### src/rtl/pwm_pkg.sv
// Shared types and constants for the PWM timer sequencer and its prescaler.
package pwm_pkg;

  localparam int unsigned CNT_W_DEFAULT   = 16;
  localparam int unsigned PRESC_W_DEFAULT = 8;

  typedef enum logic [0:0] {
    StIdle,
    StRun
  } state_e;

  // Bit positions inside the functions word consumed by the generator.
  localparam int unsigned FUNC_ALIGN_RIGHT = 0;
  localparam int unsigned FUNC_UNALIGNED   = 1;

  localparam logic DIR_UP   = 1'b0;
  localparam logic DIR_DOWN = 1'b1;

endpackage

### src/rtl/pwm_prescaler.sv
// Clock divider for the timer: tick is high for one clock out of every div+1 while enabled.
module pwm_prescaler
  import pwm_pkg::*;
#(
  parameter int unsigned PRESC_W = PRESC_W_DEFAULT
) (
  input  logic               clk,
  input  logic               rst_n,
  input  logic               enable,
  input  logic               clear,
  input  logic [PRESC_W-1:0] div,
  output logic               tick
);

  logic [PRESC_W-1:0] cnt_q, cnt_d;

  assign tick = enable && (cnt_q == div);

  always_comb begin
    cnt_d = cnt_q;
    if (!enable || clear || tick) begin
      cnt_d = '0;
    end else begin
      cnt_d = cnt_q + PRESC_W'(1);
    end
  end

  always_ff @(posedge clk or negedge rst_n) begin
    if (!rst_n) begin
      cnt_q <= '0;
    end else begin
      cnt_q <= cnt_d;
    end
  end

endmodule

### src/rtl/pwm_timer_ctrl.sv
// PWM sequencer: prescaled up/down time base, double-buffered configuration and status pulses.
module pwm_timer_ctrl
  import pwm_pkg::*;
#(
  parameter int unsigned CNT_W   = CNT_W_DEFAULT,
  parameter int unsigned PRESC_W = PRESC_W_DEFAULT
) (
  input  logic               clk,
  input  logic               rst_n,
  input  logic               cfg_en,
  input  logic               cfg_dir,
  input  logic [PRESC_W-1:0] cfg_prescale,
  input  logic [CNT_W-1:0]   cfg_period,
  input  logic [CNT_W-1:0]   cfg_compare1,
  input  logic [CNT_W-1:0]   cfg_compare2,
  input  logic [7:0]         cfg_functions,
  input  logic               cfg_upd_req,
  input  logic               cfg_cnt_reset,
  output logic               pwm_en,
  output logic [CNT_W-1:0]   count_val,
  output logic [CNT_W-1:0]   period,
  output logic [CNT_W-1:0]   compare1,
  output logic [CNT_W-1:0]   compare2,
  output logic [7:0]         functions,
  output logic               upd_pending,
  output logic               period_evt,
  output logic               upd_done
);

  state_e             state_q, state_d;
  logic               pwm_en_q, pwm_en_d;
  logic [CNT_W-1:0]   count_q, count_d;
  logic               pending_q, pending_d;
  logic               evt_q, evt_d;
  logic               done_q;
  logic               load;

  logic [CNT_W-1:0]   period_q, cmp1_q, cmp2_q;
  logic [7:0]         func_q;
  logic               dir_q;
  logic [PRESC_W-1:0] presc_q;

  logic               tick;
  logic               presc_en;
  logic               upd_now;
  logic               next_dir;
  logic [CNT_W-1:0]   next_period;
  logic [CNT_W-1:0]   start_val;
  logic               wrap;

  assign presc_en = (state_q == StRun) && cfg_en;

  pwm_prescaler #(
    .PRESC_W (PRESC_W)
  ) u_prescaler (
    .clk    (clk),
    .rst_n  (rst_n),
    .enable (presc_en),
    .clear  (cfg_cnt_reset),
    .div    (presc_q),
    .tick   (tick)
  );

  // Start value after a wrap or restart reflects the shadows as they will be after this edge.
  assign upd_now     = pending_q | cfg_upd_req;
  assign next_dir    = upd_now ? cfg_dir : dir_q;
  assign next_period = upd_now ? cfg_period : period_q;
  assign start_val   = (next_dir == DIR_DOWN) ? next_period : '0;
  assign wrap        = (dir_q == DIR_UP) ? (count_q == period_q) : (count_q == '0);

  always_comb begin
    state_d   = state_q;
    pwm_en_d  = pwm_en_q;
    count_d   = count_q;
    pending_d = pending_q;
    evt_d     = 1'b0;
    load      = 1'b0;

    unique case (state_q)
      StIdle: begin
        pwm_en_d = 1'b0;
        count_d  = '0;
        if (cfg_en) begin
          state_d  = StRun;
          pwm_en_d = 1'b1;
          load     = 1'b1;
          count_d  = (cfg_dir == DIR_DOWN) ? cfg_period : '0;
        end else if (cfg_upd_req) begin
          load = 1'b1;
        end
      end
      StRun: begin
        if (!cfg_en) begin
          state_d   = StIdle;
          pwm_en_d  = 1'b0;
          count_d   = '0;
          pending_d = upd_now;
        end else if (cfg_cnt_reset) begin
          // Restart overrides any coincident wrap, so no period_evt here.
          load    = upd_now;
          count_d = start_val;
        end else begin
          pending_d = upd_now;
          if (tick) begin
            if (wrap) begin
              evt_d   = 1'b1;
              load    = upd_now;
              count_d = start_val;
            end else if (dir_q == DIR_DOWN) begin
              count_d = count_q - CNT_W'(1);
            end else begin
              count_d = count_q + CNT_W'(1);
            end
          end
        end
      end
      default: begin
        state_d = StIdle;
      end
    endcase

    if (load) begin
      pending_d = 1'b0;
    end
  end

  always_ff @(posedge clk or negedge rst_n) begin
    if (!rst_n) begin
      state_q   <= StIdle;
      pwm_en_q  <= 1'b0;
      count_q   <= '0;
      pending_q <= 1'b0;
      evt_q     <= 1'b0;
      done_q    <= 1'b0;
    end else begin
      state_q   <= state_d;
      pwm_en_q  <= pwm_en_d;
      count_q   <= count_d;
      pending_q <= pending_d;
      evt_q     <= evt_d;
      done_q    <= load;
    end
  end

  always_ff @(posedge clk or negedge rst_n) begin
    if (!rst_n) begin
      period_q <= '0;
      cmp1_q   <= '0;
      cmp2_q   <= '0;
      func_q   <= '0;
      dir_q    <= 1'b0;
      presc_q  <= '0;
    end else if (load) begin
      period_q <= cfg_period;
      cmp1_q   <= cfg_compare1;
      cmp2_q   <= cfg_compare2;
      func_q   <= cfg_functions;
      dir_q    <= cfg_dir;
      presc_q  <= cfg_prescale;
    end
  end

  assign pwm_en      = pwm_en_q;
  assign count_val   = count_q;
  assign period      = period_q;
  assign compare1    = cmp1_q;
  assign compare2    = cmp2_q;
  assign functions   = func_q;
  assign upd_pending = pending_q;
  assign period_evt  = evt_q;
  assign upd_done    = done_q;

endmodule

### config.mk
export PLATFORM = sky130hd
export DESIGN_NAME = pwm_timer_ctrl
export DESIGN_NICKNAME = d
export VERILOG_FILES = /design/src/rtl/pwm_pkg.sv /design/src/rtl/pwm_prescaler.sv /design/src/rtl/pwm_timer_ctrl.sv
export SDC_FILE = /design/constraint.sdc
export NUM_CORES = 1
export LEC_CHECK = 0
export ABC_CLOCK_PERIOD_IN_PS = 3000
export BUFFER_PORTS_ARGS = -buffer_cell sky130_fd_sc_hd__buf_2
export CAP_MARGIN = 20
export CORE_MARGIN = 2
export CORE_UTILIZATION = 53
export CTS_CLUSTER_DIAMETER = 100
export DETAILED_ROUTE_END_ITERATION = 10
export PLACE_DENSITY = 0.88
export SYNTH_ARGS = -nofsm -noshare
export SYNTH_HDL_FRONTEND = slang
export SYNTH_SLANG_ARGS = --single-unit
### constraint.sdc
create_clock -name clk -period 3 [get_ports clk]
set_clock_uncertainty 0.1 [all_clocks]
set_input_delay 0.6 -clock clk [delete_from_list [all_inputs] [get_ports clk]]
set_output_delay 0.6 -clock clk [all_outputs]
set_load 0.005 [all_outputs]
==> impl_results.md, run 1 <==
- Status: finished, final reports clean
- Peak supply drop: 0.373 mV
- Routed length per instance: 18.2 µm
- Root Buffer: clkbuf_8
- Layout area overhead: 21.0%
- Worst Reg2Reg Path Length in Cells: 10
- R2r setup slk: 0.21 ns
- Starting Density: 0.536
- Clk slew on worst S/H paths: 0.09 ns
- Drt first pass iters: 5
- Gr ovfl total: 0
- # resized after CTS: 0
- # clock sinks: 94
- Crit start category: flop
- Hpwl dp: 9980 µm
- Port Buffers: 145
- Via Count: 4131
- Setup TNS: 0 ns
- Final setup violation count: 0
- YS warnings: 0
- CP max stage delay: 0.53 ns
- Non-Filler Instances: 735
- Synth Flop Type: dfrtp_1
- Placer Congestion: 0.921
- First-pass GRT wire length: 21100 µm
- Post-CTS setup buffer count: 0
- Netlist cell types: 50
- Routed Wire Length: 13400 µm
- FF+latch count, synth: 94
- Max Slew Vio Count: 0
- PwrDens: 552 nW/µm²
- Synth Instances: 448
- Total CTS buffers: 9
- Post-synth EDFFs: 0
- Clock latency on the worst-skew pair: 0.36 ns
- Post-synthesis async set-or-reset flop share: 1.00
- Gr usage total: 0.261
- ANT nets after route: 0
- Slowest CP cell: dfrtp_1
- Reg-to-Reg End: count_val[15]$_DFFE_PN0P_
- Post-route DRC: 0
- Worst Hold Class: in -> async
- Site row count: 36
- Synthesized area: 5170 µm²
- Fmax: 0.358 GHz
- Period Utilization, post-route: 0.931
- Buf/Inv on CP: 1
- Total power: 3.45 mW
- DR iter-0 viols: 282
- Die width: 103 µm
- Core footprint: 9640 µm²
- Layout fillers: 764
- Worst Path Arrival: 2.97 ns
- Layout cells sized above 1: 0.421
- Hold_buf cts: 0
- Crit path capture type: flop
- Final Hold Viols: 0
- Nets@finish: 682
- Max_cap viols: 0
- Clk buf depth: 2
- Syn_nets: 534
- Largest net degree at the start of global routing: 63
- Relative slew margins: 0.501
- I/O Pins: 146
- Worst slew pin tran: 0.748 ns
- Clock period minus worst slack: 2.79 ns
- Die Span Y: 103 µm
- Placed insts: 718
- Synthesized area per cell: 11.5 µm²
- Initial antenna violation count: 1
- Crit-path cells: buf_4, ha_1, nor3_1, nor2_1, and4_1, a221oi_4, o21ai_1, a31oi_1, xnor2_1, o31ai_1
- Htree depth: 3
- Sequential fraction of the synthesis area: 0.455
- Vias in the first global route: 4287
- Max FO, Critical Path: 13
- Die ar.: 10600 µm²
- Reg-to-reg startpoint: dir_q$_DFFE_PN0P_
- Leakage: 3.09 nW
- RSZ-0062 raised after global routing: no
- Via density: 5.62
- CTS tree: yes
- Setup Crit Path Kind: reg -> reg
- CP required: 3.18 ns
- CP top delay family: compound AO/OA/AOI/OAI gates
worst register-to-register path, delay by kind of cell, from the launching register on:
family	cells	cell delay, ns
flops	1	0.53
xor+xnor	1	0.10
buf+inv	1	0.28
compound gates	4	0.87
simple gates	3	0.55
fa+ha+maj	1	0.31
how the worst max path moves through the flow:
stage / end / from / depth (start not counted) / slack, ns
4_1_cts: count_val[15]$_DFFE_PN0P_ / dir_q$_DFFE_PN0P_ / 10 / 0.24
3_3_place_gp: count_val[9]$_DFFE_PN0P_ / dir_q$_DFFE_PN0P_ / 9 / 0.29
2_1_floorplan: count_val[9]$_DFFE_PN0P_ / dir_q$_DFFE_PN0P_ / 9 / 0.32
5_1_grt: count_val[15]$_DFFE_PN0P_ / dir_q$_DFFE_PN0P_ / 10 / 0.01
6_report: count_val[15]$_DFFE_PN0P_ / dir_q$_DFFE_PN0P_ / 10 / 0.21
3_5_place_dp: count_val[15]$_DFFE_PN0P_ / dir_q$_DFFE_PN0P_ / 10 / 0.24
power by group:
part           internal [mW]  leakage, nW  switching, mW
registers               1.42         1.14          0.161
clock network          0.329       0.0931          0.462
logic                  0.574         1.85          0.509
total                   2.32         3.09           1.13
kinds of logic after synthesis:
kind of cell,Yosys count,share of synthesized area
xor gates and xnor gates,44,0.0745
buffers and inverters,25,0.0286
and+or+nand+nor,115,0.105
muxes,79,0.199
AOI/OAI and AO/OA,75,0.0982
DFF,94,0.455
adders and majority gates,16,0.0402
cells in the mapped netlist (4+ instances only):
master	count	area share
dfrtp_1	94	0.45
mux2_4	39	0.11
nand2_1	39	0.028
nor2_1	35	0.025
mux2_2	33	0.072
xnor2_1	26	0.044
a21oi_1	24	0.023
xor2_1	18	0.030
ha_1	15	0.036
o21ai_0	10	0.0097
a21o_1	9	0.013
clkbuf_1	8	0.0058
nand3_1	8	0.0077
a221oi_1	7	0.012
mux2i_1	7	0.014
nor3_1	7	0.0068
buf_6	6	0.013
nor4_1	6	0.0073
inv_1	5	0.0036
a22oi_1	4	0.0058
a31oi_1	4	0.0048
buf_2	4	0.0039
nand4_1	4	0.0048
layout by cell type (no fill, tap or decap), types with 3 or more instances in the layout:
master and count:
buf_2 144, dfrtp_1 94, nand2_1 39, mux2_4 39
nor2_1 35, mux2_2 33, xnor2_1 26, a21oi_1 24
xor2_1 18, ha_1 15, o21ai_0 10, clkbuf_8 10
buf_4 10, a21o_1 9, nand3_1 8, nor3_1 7
mux2i_1 7, a221oi_1 7, nor4_1 6, inv_1 5
nand4_1 4, a22oi_1 4, a31oi_1 4, and3_1 3
o21ai_1 3, buf_12 3
per-layer routing:
metal	vias to the layer above	GRT usage	share of wire
met1	1971	0.338	0.41
met3	38	0.0610	0.082
met5	-	0	0
li1	1893	-	-
met2	229	0.423	0.48
met4	0	0.113	0.030
flip-flops by register name, indices dropped and copies added, names as in the netlist:
name / flops
compare1: 16
compare2: 16
count_val: 16
period: 16
functions: 8
presc_q: 8
u_prescaler.cnt_q: 8
dir_q: 1
period_evt: 1
pwm_en: 1
state_q: 1
upd_done: 1
upd_pending: 1
layout make-up:
| cell class | instances | area (µm²) | share of cell area |
|---|---|---|---|
| antenna | 1 | 2.50 | 0.000400 |
| clock inverter | 6 | 43.8 | 0.00700 |
| timing repair buffer | 157 | 856 | 0.137 |
| multi-input combinational | 329 | 2680 | 0.428 |
| clock buffer | 10 | 138 | 0.0220 |
| sequential | 94 | 2350 | 0.376 |
| inverter | 5 | 18.8 | 0.00300 |
| tap | 133 | 166 | 0.0266 |
per-stage QoR:
stage | utilization | setup WS, ns | hold WS [ns] | instance area, µm²
after floorplan | - | 0.324 | 0.204 | 5170
after global placement | 0.630 | 0.291 | 0.383 | 6070
after detailed placement | 0.630 | 0.242 | 0.386 | 6070
after CTS | 0.649 | 0.241 | 0.0747 | 6250
after global routing | 0.649 | 0.0103 | 0.0877 | 6260
final | 0.649 | 0.206 | 0.0722 | 6260
Power figures use the tool's default switching activity.
==> inputs of run 2 (changes only) <==
--- a/config.mk
+++ b/config.mk
@@ -13,6 +13,7 @@
 export CTS_CLUSTER_DIAMETER = 100
 export DETAILED_ROUTE_END_ITERATION = 10
 export PLACE_DENSITY = 0.88
+export REMOVE_ABC_BUFFERS = 1
 export SYNTH_ARGS = -nofsm -noshare
 export SYNTH_HDL_FRONTEND = slang
 export SYNTH_SLANG_ARGS = --single-unit
==> run 2 against run 1 <==
Wire length is 4.2% lower. Global-route usage down 1.2 points. Worst hold slack better by 0.11 ns. Flip-flop and latch count stayed put. Cell count down 0.41%. Critical path depth shrank 1. Non-clock buffer count down 2. Via count fell by 1.3%. Design area is 0.88% higher. First-iteration DRC count down 30%. Critical endpoint unchanged.
==> impl_results.md, run 2 (same netlist as run 1, synthesis figures left out) <==
- Worst Setup Slack, final: 0.220 ns (+0.0141 ns)
- Hpwl dp: 9250 µm (-7.4%)
- R2r setup slk: 0.22 ns (about the same)
- Layout cells sized above 1: 0.419 (-0.00193)
- Hold_buf cts: 0 (unchanged)
- Gr usage total: 0.249 (-0.0121)
- Worst Hold Class: in -> async
- Via density: 5.57 (-0.88%)
- Setup TNS: 0 ns (unchanged)
- Slowest CP cell: dfrtp_1
- Clock latency on the worst-skew pair: 0.37 ns (about the same)
- Nets@finish: 680 (-0.29%)
- CTS tree: yes
- Finished Core Util: 0.655 (+0.00571)
- Routed length per instance: 17.6 µm (-3.8%)
- Starting Density: 0.536 (unchanged)
- Initial antenna violation count: 0 (-1)
- Max Slew Vio Count: 0 (unchanged)
- CP required: 3.18 ns (about the same)
- Internal Power: 2.57 mW (+11%)
- # clock sinks: 94 (unchanged)
- Sequential share of power: 0.426 (-0.032)
- RSZ-0062 raised after global routing: no
- First-pass GRT wire length: 20100 µm (-4.4%)
- Reg-to-reg startpoint: dir_q$_DFFE_PN0P_
- Final hold slack: 0.180 ns (+0.108 ns)
- PwrDens: 586 nW/µm² (+6.2%)
- Dpl ws: 0.224 ns (-0.0181 ns)
- Net Sw Frac: 0.305 (-0.0229)
- Total power: 3.70 mW (+7.1%)
- Final Hold Viols: 0 (unchanged)
- Max_cap viols: 0 (unchanged)
- Setup Crit Path Kind: reg -> reg
- Sw Pwr: 1.13 mW (-0.37%)
- Clk slew on worst S/H paths: 0.10 ns (about the same)
- Die ar.: 10600 µm² (unchanged)
- Period Utilization, post-route: 0.927 (-0.00470)
- Commonest cells after routing, fill and taps aside: buf_2, dfrtp_1, nand2_1, mux2_4, nor2_1
- Post-CTS setup buffer count: 0 (unchanged)
- Htree depth: 3 (unchanged)
- Buf/Inv on CP: 0 (-1)
- # resized after CTS: 0 (unchanged)
- Relative slew margins: 0.474 (-0.0273)
- Status: finished, final reports clean
- DR iter-0 viols: 198 (-30%)
- Root Buffer: clkbuf_8
- Worst Reg2Reg Path Length in Cells: 9 (-1)
- Max FO, Critical Path: 12 (-1)
- Drt first pass iters: 5 (unchanged)
- Most common cell after layout, fill and taps aside: buf_2
- Worst slew pin tran: 0.789 ns (+0.0409 ns)
- Clk buf depth: 2 (unchanged)
- Via Count: 4078 (-1.3%)
- Layout area overhead: 22.1%
- Site row count: 36 (unchanged)
- Die width: 103 µm (unchanged)
- ANT nets after route: 0 (unchanged)
- Largest net degree at the start of global routing: 61 (-3.2%)
- Die Span Y: 103 µm (unchanged)
- # diodes: 0 (-1)
- Total CTS buffers: 9 (unchanged)
- CP max stage delay: 0.60 ns (+0.07 ns)
- Vias in the first global route: 4114 (-4.0%)
- Routed Wire Length: 12900 µm (-4.2%)
- Leakage: 3.11 nW (+0.79%)
- Worst Path Arrival: 2.96 ns (about the same)
- Most used cell, CP: o21ai_1
- Crit path capture type: flop
- Fmax: 0.360 GHz (+0.51%)
- Core footprint: 9640 µm² (unchanged)
- Crit start category: flop
- Final setup violation count: 0 (unchanged)
- Gr ovfl total: 0 (unchanged)
- Placer Congestion: 0.980 (+6.3%)
- I/O Pins: 146 (unchanged)
- Peak supply drop: 0.262 mV (-30%)
- Post-route DRC: 0 (unchanged)
- Comb power frac: 0.288 (-0.026)
- Clock power frac: 0.286 (+0.057)
- Crit-path cells: ha_1, a211oi_2, o21ai_1, or3_4, a221oi_4, o21ai_1, a31oi_1, xnor2_1, o31ai_1
- Reg-to-Reg End: count_val[15]$_DFFE_PN0P_
- Clock period minus worst slack: 2.78 ns (-0.0141 ns)
- CP top delay family: compound AO/OA/AOI/OAI gates
- Port Buffers: 145 (unchanged)
-- run 2: cell count changes in the layout (fill, tap and decap cells not counted), sizes merged --
cell and change:
bufinv +3, buf -2, clkinv -1, clkinvlp -1, diode -1, inv -1
-- run 2: per-stage QoR --
| step | instance area, µm² | std cells |
|---|---|---|
| global route | 6310 | 732 |
| global placement | 6060 | 716 |
| floorplan | 5040 | 428 |
| CTS | 6310 | 732 |
| detailed placement | 6060 | 716 |
| finish | 6310 | 732 |
-- run 2: worst max-delay path by stage --
stage	start	to	cells after the start
finish	dir_q$_DFFE_PN0P_	count_val[15]$_DFFE_PN0P_	9
global route	dir_q$_DFFE_PN0P_	count_val[15]$_DFFE_PN0P_	9
CTS	dir_q$_DFFE_PN0P_	count_val[15]$_DFFE_PN0P_	9
detailed placement	dir_q$_DFFE_PN0P_	count_val[15]$_DFFE_PN0P_	9
global placement	dir_q$_DFFE_PN0P_	count_val[14]$_DFFE_PN0P_	9
floorplan	dir_q$_DFFE_PN0P_	compare1[0]$_DFFE_PN0P_	8
-- run 2: cell type report --
cell class,instances,area [µm²]
Sequential cell,94,2350
Multi-Input combinational cell,329,2680
Fill cell,770,3330
Tap cell,133,166
Inverter,5,18.8
Clock buffer,10,138
Timing Repair Buffer,155,841
Clock inverter,6,116
-- run 2: routing by layer --
metal,vias to the layer above,GRT usage,wire length (µm)
met2,189,0.391,6010
met5,-,0,0
li1,1889,-,-
met4,0,0.113,403
met3,34,0.0549,975
met1,1966,0.332,5460
-- run 2: power by group through the flow --
stage	registers (mW)	clock network (mW)	logic (mW)
floorplan	1.58	0	0.684
global placement	1.59	0	1.03
detailed placement	1.59	0	1.07
CTS	1.57	1.08	1.07
global route	1.60	1.12	1.17
finish	1.58	1.06	1.07
